==> src/rtl/bit_shift_pkg.sv <==
// ---------------------------------------------------------------------------
// bit_shift_pkg
// Shared definitions for the bit_shift_sched block:
//   state_t     - FSM state encoding (IDLE, SHIFT, DONE)
//   AMT_LSB     - bit position of the shift-amount field inside a cfg word
//   DIR_BIT     - offset of the direction bit above the amount field
//   WRAP_BIT    - offset of the wrap bit above the amount field
//   shift_step  - one-bit shift/rotate step used by the iterative datapath
// ---------------------------------------------------------------------------
package bit_shift_pkg;

  typedef enum logic [1:0] {
    IDLE  = 2'd0,
    SHIFT = 2'd1,
    DONE  = 2'd2
  } state_t;

  // cfg = {wrap, dir, amount}. The amount field width is a module parameter,
  // so dir/wrap are expressed as offsets above the top of that field:
  // dir lives at cfg[SHIFT_WIDTH + DIR_BIT], wrap at cfg[SHIFT_WIDTH + WRAP_BIT].
  localparam int AMT_LSB  = 0;
  localparam int DIR_BIT  = 0;
  localparam int WRAP_BIT = 1;

  // Widest operand the step function can handle.
  localparam int MAX_DATA_WIDTH = 64;

  // Single-bit shift of the low 'width' bits of 'value'.
  // dir 1 = right, 0 = left; wrap 1 = rotate, 0 = zero-fill.
  // Bits at and above 'width' are always returned as zero, so callers can
  // zero-extend a narrower operand and truncate the result back.
  function automatic logic [MAX_DATA_WIDTH-1:0] shift_step(
    input logic [MAX_DATA_WIDTH-1:0] value,
    input int                        width,
    input logic                      dir,
    input logic                      wrap
  );
    logic [MAX_DATA_WIDTH-1:0] mask;
    logic [MAX_DATA_WIDTH-1:0] res;
    logic [5:0]                msb;
    msb  = 6'(width - 1);
    mask = (width >= MAX_DATA_WIDTH) ? '1
                                     : ((64'd1 << width) - 64'd1);
    if (dir) begin
      res = (value & mask) >> 1;
      if (wrap) res[msb] = value[0];
    end else begin
      res = value << 1;
      if (wrap) res[0] = value[msb];
    end
    return res & mask;
  endfunction

endpackage

==> src/rtl/rr_arbiter_2.sv <==
// ---------------------------------------------------------------------------
// rr_arbiter_2
// Two-requester arbiter with an external priority pointer. A lone valid
// requester always wins; when both are valid the pointer decides.
// Ports:
//   valid [1:0] - request lines (bit N = requester N)
//   ptr         - priority pointer, 0 = requester 0 preferred, 1 = requester 1
//   grant [1:0] - one-hot grant, all-zero when nothing is valid
// ---------------------------------------------------------------------------
module rr_arbiter_2 (
  input  logic [1:0] valid,
  input  logic       ptr,
  output logic [1:0] grant
);

  assign grant[0] = valid[0] & (~valid[1] | ~ptr);
  assign grant[1] = valid[1] & (~valid[0] |  ptr);

endmodule

==> src/rtl/bit_shift_sched.sv <==
// ---------------------------------------------------------------------------
// bit_shift_sched
// Serves two requesters with a shared iterative shifter. One job is accepted
// in IDLE (round-robin between requesters), shifted one bit per cycle in
// SHIFT, and presented in DONE until the consumer takes it.
// Ports:
//   clk, rst                 - clock, synchronous active-high reset
//   reqN_valid/ready         - request handshake, ready is combinational in IDLE
//   reqN_data [DATA_WIDTH]   - operand
//   reqN_cfg [SHIFT_WIDTH+2] - {wrap, dir, amount}
//   out_valid/out_ready      - result handshake
//   out_data [DATA_WIDTH]    - working register (meaningful while out_valid)
//   out_id                   - requester that owns the result
//   busy                     - high whenever the FSM is not in IDLE
// ---------------------------------------------------------------------------
module bit_shift_sched
  import bit_shift_pkg::*;
#(
  parameter int DATA_WIDTH  = 8,
  parameter int SHIFT_WIDTH = 3
) (
  input  logic                   clk,
  input  logic                   rst,
  input  logic                   req0_valid,
  input  logic                   req1_valid,
  output logic                   req0_ready,
  output logic                   req1_ready,
  input  logic [DATA_WIDTH-1:0]  req0_data,
  input  logic [DATA_WIDTH-1:0]  req1_data,
  input  logic [SHIFT_WIDTH+1:0] req0_cfg,
  input  logic [SHIFT_WIDTH+1:0] req1_cfg,
  output logic                   out_valid,
  input  logic                   out_ready,
  output logic [DATA_WIDTH-1:0]  out_data,
  output logic                   out_id,
  output logic                   busy
);

  state_t                  state_q;
  state_t                  state_d;
  logic [DATA_WIDTH-1:0]   work_q;
  logic [SHIFT_WIDTH-1:0]  cnt_q;
  logic                    dir_q;
  logic                    wrap_q;
  logic                    id_q;
  logic                    ptr_q;

  logic [1:0]              arb_valid;
  logic [1:0]              grant;
  logic                    accept;
  logic [DATA_WIDTH-1:0]   sel_data;
  logic [SHIFT_WIDTH+1:0]  sel_cfg;
  logic [SHIFT_WIDTH-1:0]  sel_amt;
  logic                    handshake;

  // Requests are only visible to the arbiter in IDLE, which keeps both
  // ready lines low and makes input changes irrelevant during a job.
  assign arb_valid = (state_q == IDLE) ? {req1_valid, req0_valid} : 2'b00;

  rr_arbiter_2 u_arb (
    .valid (arb_valid),
    .ptr   (ptr_q),
    .grant (grant)
  );

  assign req0_ready = grant[0];
  assign req1_ready = grant[1];
  assign accept     = |grant;
  assign sel_data   = grant[1] ? req1_data : req0_data;
  assign sel_cfg    = grant[1] ? req1_cfg  : req0_cfg;
  assign sel_amt    = sel_cfg[AMT_LSB +: SHIFT_WIDTH];
  assign handshake  = (state_q == DONE) && out_ready;

  assign out_valid  = (state_q == DONE);
  assign busy       = (state_q != IDLE);
  assign out_data   = work_q;
  assign out_id     = id_q;

  always_ff @(posedge clk) begin
    if (rst) state_q <= IDLE;
    else     state_q <= state_d;
  end

  // A zero amount skips SHIFT entirely; otherwise SHIFT runs until the
  // counter reaches 1, giving exactly 'amount' shift cycles.
  always_comb begin
    state_d = state_q;
    case (state_q)
      IDLE:    if (accept) state_d = (sel_amt == '0) ? DONE : SHIFT;
      SHIFT:   if (cnt_q == SHIFT_WIDTH'(1)) state_d = DONE;
      DONE:    if (out_ready) state_d = IDLE;
      default: state_d = IDLE;
    endcase
  end

  // Job registers and the priority pointer. Reset is checked first so an
  // abort also wins over a handshake landing in the same cycle.
  always_ff @(posedge clk) begin
    if (rst) begin
      work_q <= '0;
      cnt_q  <= '0;
      dir_q  <= 1'b0;
      wrap_q <= 1'b0;
      id_q   <= 1'b0;
      ptr_q  <= 1'b0;
    end else begin
      case (state_q)
        IDLE: begin
          if (accept) begin
            work_q <= sel_data;
            cnt_q  <= sel_amt;
            dir_q  <= sel_cfg[SHIFT_WIDTH + DIR_BIT];
            wrap_q <= sel_cfg[SHIFT_WIDTH + WRAP_BIT];
            id_q   <= grant[1];
          end
        end
        SHIFT: begin
          work_q <= DATA_WIDTH'(shift_step(MAX_DATA_WIDTH'(work_q), DATA_WIDTH,
                                           dir_q, wrap_q));
          cnt_q  <= cnt_q - SHIFT_WIDTH'(1);
        end
        DONE: begin
          if (handshake) ptr_q <= ~ptr_q;
        end
        default: ;
      endcase
    end
  end

endmodule

==> config.mk <==
export PLATFORM = sky130hd
export DESIGN_NAME = bit_shift_sched
export DESIGN_NICKNAME = d
export VERILOG_FILES = /design/src/rtl/bit_shift_pkg.sv /design/src/rtl/rr_arbiter_2.sv /design/src/rtl/bit_shift_sched.sv
export SDC_FILE = /design/constraint.sdc
export NUM_CORES = 1
export LEC_CHECK = 0
export ABC_AREA = 0
export CAP_MARGIN = 20
export CORE_AREA = 3 3 48 61
export DETAILED_ROUTE_END_ITERATION = 8
export DIE_AREA = 0 0 51 64
export PLACE_DENSITY = 0.77
export SETUP_SLACK_MARGIN = 0.02
export SYNTH_ARGS = -nofsm -noshare
export SYNTH_HDL_FRONTEND = slang
export SYNTH_SLANG_ARGS = --single-unit
==> constraint.sdc <==
create_clock -name clk -period 2 [get_ports clk]
set_input_delay 0.2 -clock clk [delete_from_list [all_inputs] [get_ports clk]]
set_output_delay 0.2 -clock clk [all_outputs]
set_load 0.005 [all_outputs]
==> summary.md <==
| Metric | Value |
|---|---|
| Worst skew pair latency | `slightly below 300 ps` |
| Crit. End Element | `primary output` |
| Row cnt | `20` |
| Routability cong. | `roughly 0.84` |
| Worst Max-Slew Pin Slew | `slightly below 500 ps` |
| Vias in the first global route | `around 970` |
| TritonCTS Buffers | `3` |
| Hold Vio Cnt, Final | `0` |
| DIE AREA | `3264 sq um` |
| Critical path type | `flop to primary output` |
| Ant. Diodes | `0` |
| Post-Synthesis Cells | `approximately 110` |
| Area taken by multi-input logic gates | `594.3 sq um` |
| Dpl cells | `approximately 190` |
| CTS Buffer Depth | `2` |
| Largest net degree at the start of global routing | `15` |
| Peak VDD IR | `0.5539 mV` |
| Clock Sinks | `17` |
| Port Buf Inserts | `43` |
| CTS tree | `yes` |
| Syn Nets | `around 150` |
| Register area | `around 340 sq um` |
| Final min period | `~1900 ps` |
| Post-DP HPWL | `1983 um` |
| RSZ-0062 raised after global routing | `no` |
| DRT Pass-1 Iters | `4` |
| CTS resizes | `0` |
| GRT overflow | `0` |
| CP Launch Type | `flop` |
| Worst path required time | `1800 ps` |
| Worst rel slew slack | `about two thirds` |
| Tot GR Track Use | `about 17%` |
| Seq/Total Area, Yosys | `about 35%` |
| Layout area overhead | `49.75%` |
| Vias/cell | `between 5 and 6` |
| Max Slew Vio Count | `0` |
| Cell variety after synth | `31` |
| CTS clk-pin slew, worst paths | `about 100 ps` |
| Via count | `approximately 1.0k` |
| Layout cells sized above 1 | `6.369%` |
| Root buffer cell | `clkbuf_4` |
| Post-route insts no fill | `190` |
| P per Cell Area | `about 940 nW/um^2` |
| Setup TNS | `0 ps` |
| Leak | `0.5863 nW` |
| DRT iter0 DRCs | `27` |
| Avg WL per Cell | `around 13 um` |
| CP arrival | `1660 ps` |
| Final net count | `between 150 and 200` |
| Outcome | `complete, no violations` |
| Max Cap Viol | `0` |
| Area of the core | `2427 sq um` |
| Avg Cell Area, Syn | `around 8.7 sq um` |
| Antenna violations before repair | `0` |
| Remaining DRCs | `0` |
| Hold Buf Count CTS | `0` |
| Synthesis warning total | `0` |
| First-pass GRT wire length | `about 4200 um` |
| Die Y | `~64 um` |
| Initial Utilization | `40.52%` |
| Fill count | `approximately 230` |
| Setup Skew | `between 4 and 5 ps` |
| Post-CTS Setup Bufs | `0` |
| Worst Hold Class | `flop to flop` |
| Die Wd | `about 51 um` |
| Boundary pin count | `44` |
| Cell Area, Synth | `983.4 sq um` |
| H-tree Lvls | `1` |
| Synth Register Bits | `17` |
| Max Fclk | `between 0.5 and 0.6 GHz` |
| Critical Path Fanout Max | `8` |
| Routed Antenna Nets | `0` |
| WL final | `2513 um` |
| Final period util | `~93%` |
| # setup viols final | `0` |
==> logic make-up after synthesis <==
kind of cell,share of synthesized area (%)
buffers and inverters,4.962
and+or+nand+nor,19.85
xor gates and xnor gates,0.8907
adders and majority gates,2.544
DFF,34.61
muxes,17.81
AOI/OAI and AO/OA,19.34
==> final timing paths <==
path	startpoint	to	slack (ps)	cells after the start
worst max register to register	state_q[0]	out_data[5]	430	4
worst min register to register	out_id	out_id	450	2
worst min-delay path	out_id	out_id	450	2
worst max-delay path	state_q[0]	req1_ready	140	4
==> sequential cells by signal (all words and copies together), names as in the netlist <==
register	flops
out_data	8
cnt_q	3
state_q	2
dir_q	1
out_id	1
ptr_q	1
wrap_q	1
==> cells in the final DEF (no fill, tap or decap) <==
cell,count
o21a_1,1
clkdlybuf4s50_1,43
clkbuf_4,3
xor2_1,1
o31a_1,1
nor2_2,1
mux2i_1,16
nand2b_1,3
ha_1,2
nand2_1,17
nand3_4,1
o22ai_1,2
inv_1,5
buf_4,2
a21oi_2,1
a311oi_1,2
a31oi_1,3
nor2_1,5
nand3b_1,1
o221ai_1,9
nor3_1,3
a21oi_1,5
o211ai_1,1
clkbuf_1,1
mux2_4,1
dfxtp_1,17
nand3_1,2
or3_1,2
nor2b_1,3
o21ai_0,1
and3_1,1
inv_4,1
==> cells in the mapped netlist (all sizes together) <==
| cell | instances | area (sq um) |
|---|---|---|
| dfxtp | 17 | 340.3 |
| nand2 | 17 | 63.81 |
| mux2i | 16 | 160.2 |
| o221ai | 9 | 78.83 |
| a21oi | 6 | 33.78 |
| inv | 6 | 25.03 |
| nor2 | 6 | 25.03 |
| a31oi | 3 | 18.77 |
| clkbuf | 3 | 11.26 |
| nand2b | 3 | 18.77 |
| nand3 | 3 | 27.53 |
| nor2b | 3 | 18.77 |
| nor3 | 3 | 15.01 |
| a311oi | 2 | 17.52 |
| buf | 2 | 12.51 |
| ha | 2 | 25.02 |
| o22ai | 2 | 12.51 |
| or3 | 2 | 12.51 |
| and3 | 1 | 6.260 |
| mux2 | 1 | 15.01 |
| nand3b | 1 | 7.510 |
| o211ai | 1 | 7.510 |
| o21a | 1 | 7.510 |
| o21ai | 1 | 5.000 |
| o31a | 1 | 8.760 |
| xor2 | 1 | 8.760 |
==> metal layers <==
metal / vias to the layer above / GRT usage, % / part of all wire [%]
met1: 468 / 19.34 / 40
met2: 36 / 29.35 / 54
met4: 0 / 6.397 / 1.2
met5: - / 0 / 0
li1: 503 / - / -
met3: 4 / 3.263 / 5.0
==> layout make-up <==
| type | instances | share of cell area, % |
|---|---|---|
| clock buffers | 4 | 1.784 |
| inverters | 6 | 1.699 |
| multi-input cells | 85 | 40.36 |
| flip-flops and latches | 17 | 23.11 |
| well taps | 33 | 2.804 |
| repair buffers | 45 | 30.25 |
==> power breakdown <==
group	leakage [nW]	internal [W]	switching [W]	total [W]
logic	0.431	0.000359	0.000286	0.000646
registers	0.140	0.000439	0.000117	0.000555
clock network	0.0150	0.0000776	0.000105	0.000182
total	0.586	0.000875	0.000508	0.00138
==> critical path: stages, from the launching register on <==
cell and delay, ps:
dfxtp_1 390, nor2_2 240, nand3_4 130, inv_4 100, clkdlybuf4s50_1 510
==> stage by stage <==
stage | utilization, % | total power, W | setup slack (ps) | hold slack (ps) | instance area, sq um
6_report | 60.67 | 0.001383 | 145.0 | 452.7 | 1473
5_1_grt | 60.67 | 0.001498 | 63.73 | 470.3 | 1473
4_1_cts | 60.67 | 0.001394 | 141.1 | 455.2 | 1473
3_5_place_dp | 59.59 | 0.001208 | 184.2 | 441.3 | 1446
3_3_place_gp | 59.59 | 0.001196 | 205.4 | 440.6 | 1446
2_1_floorplan | - | 0.0009170 | 533.7 | 359.0 | 983.4
Note: power is estimated with default switching activity, not from simulation.
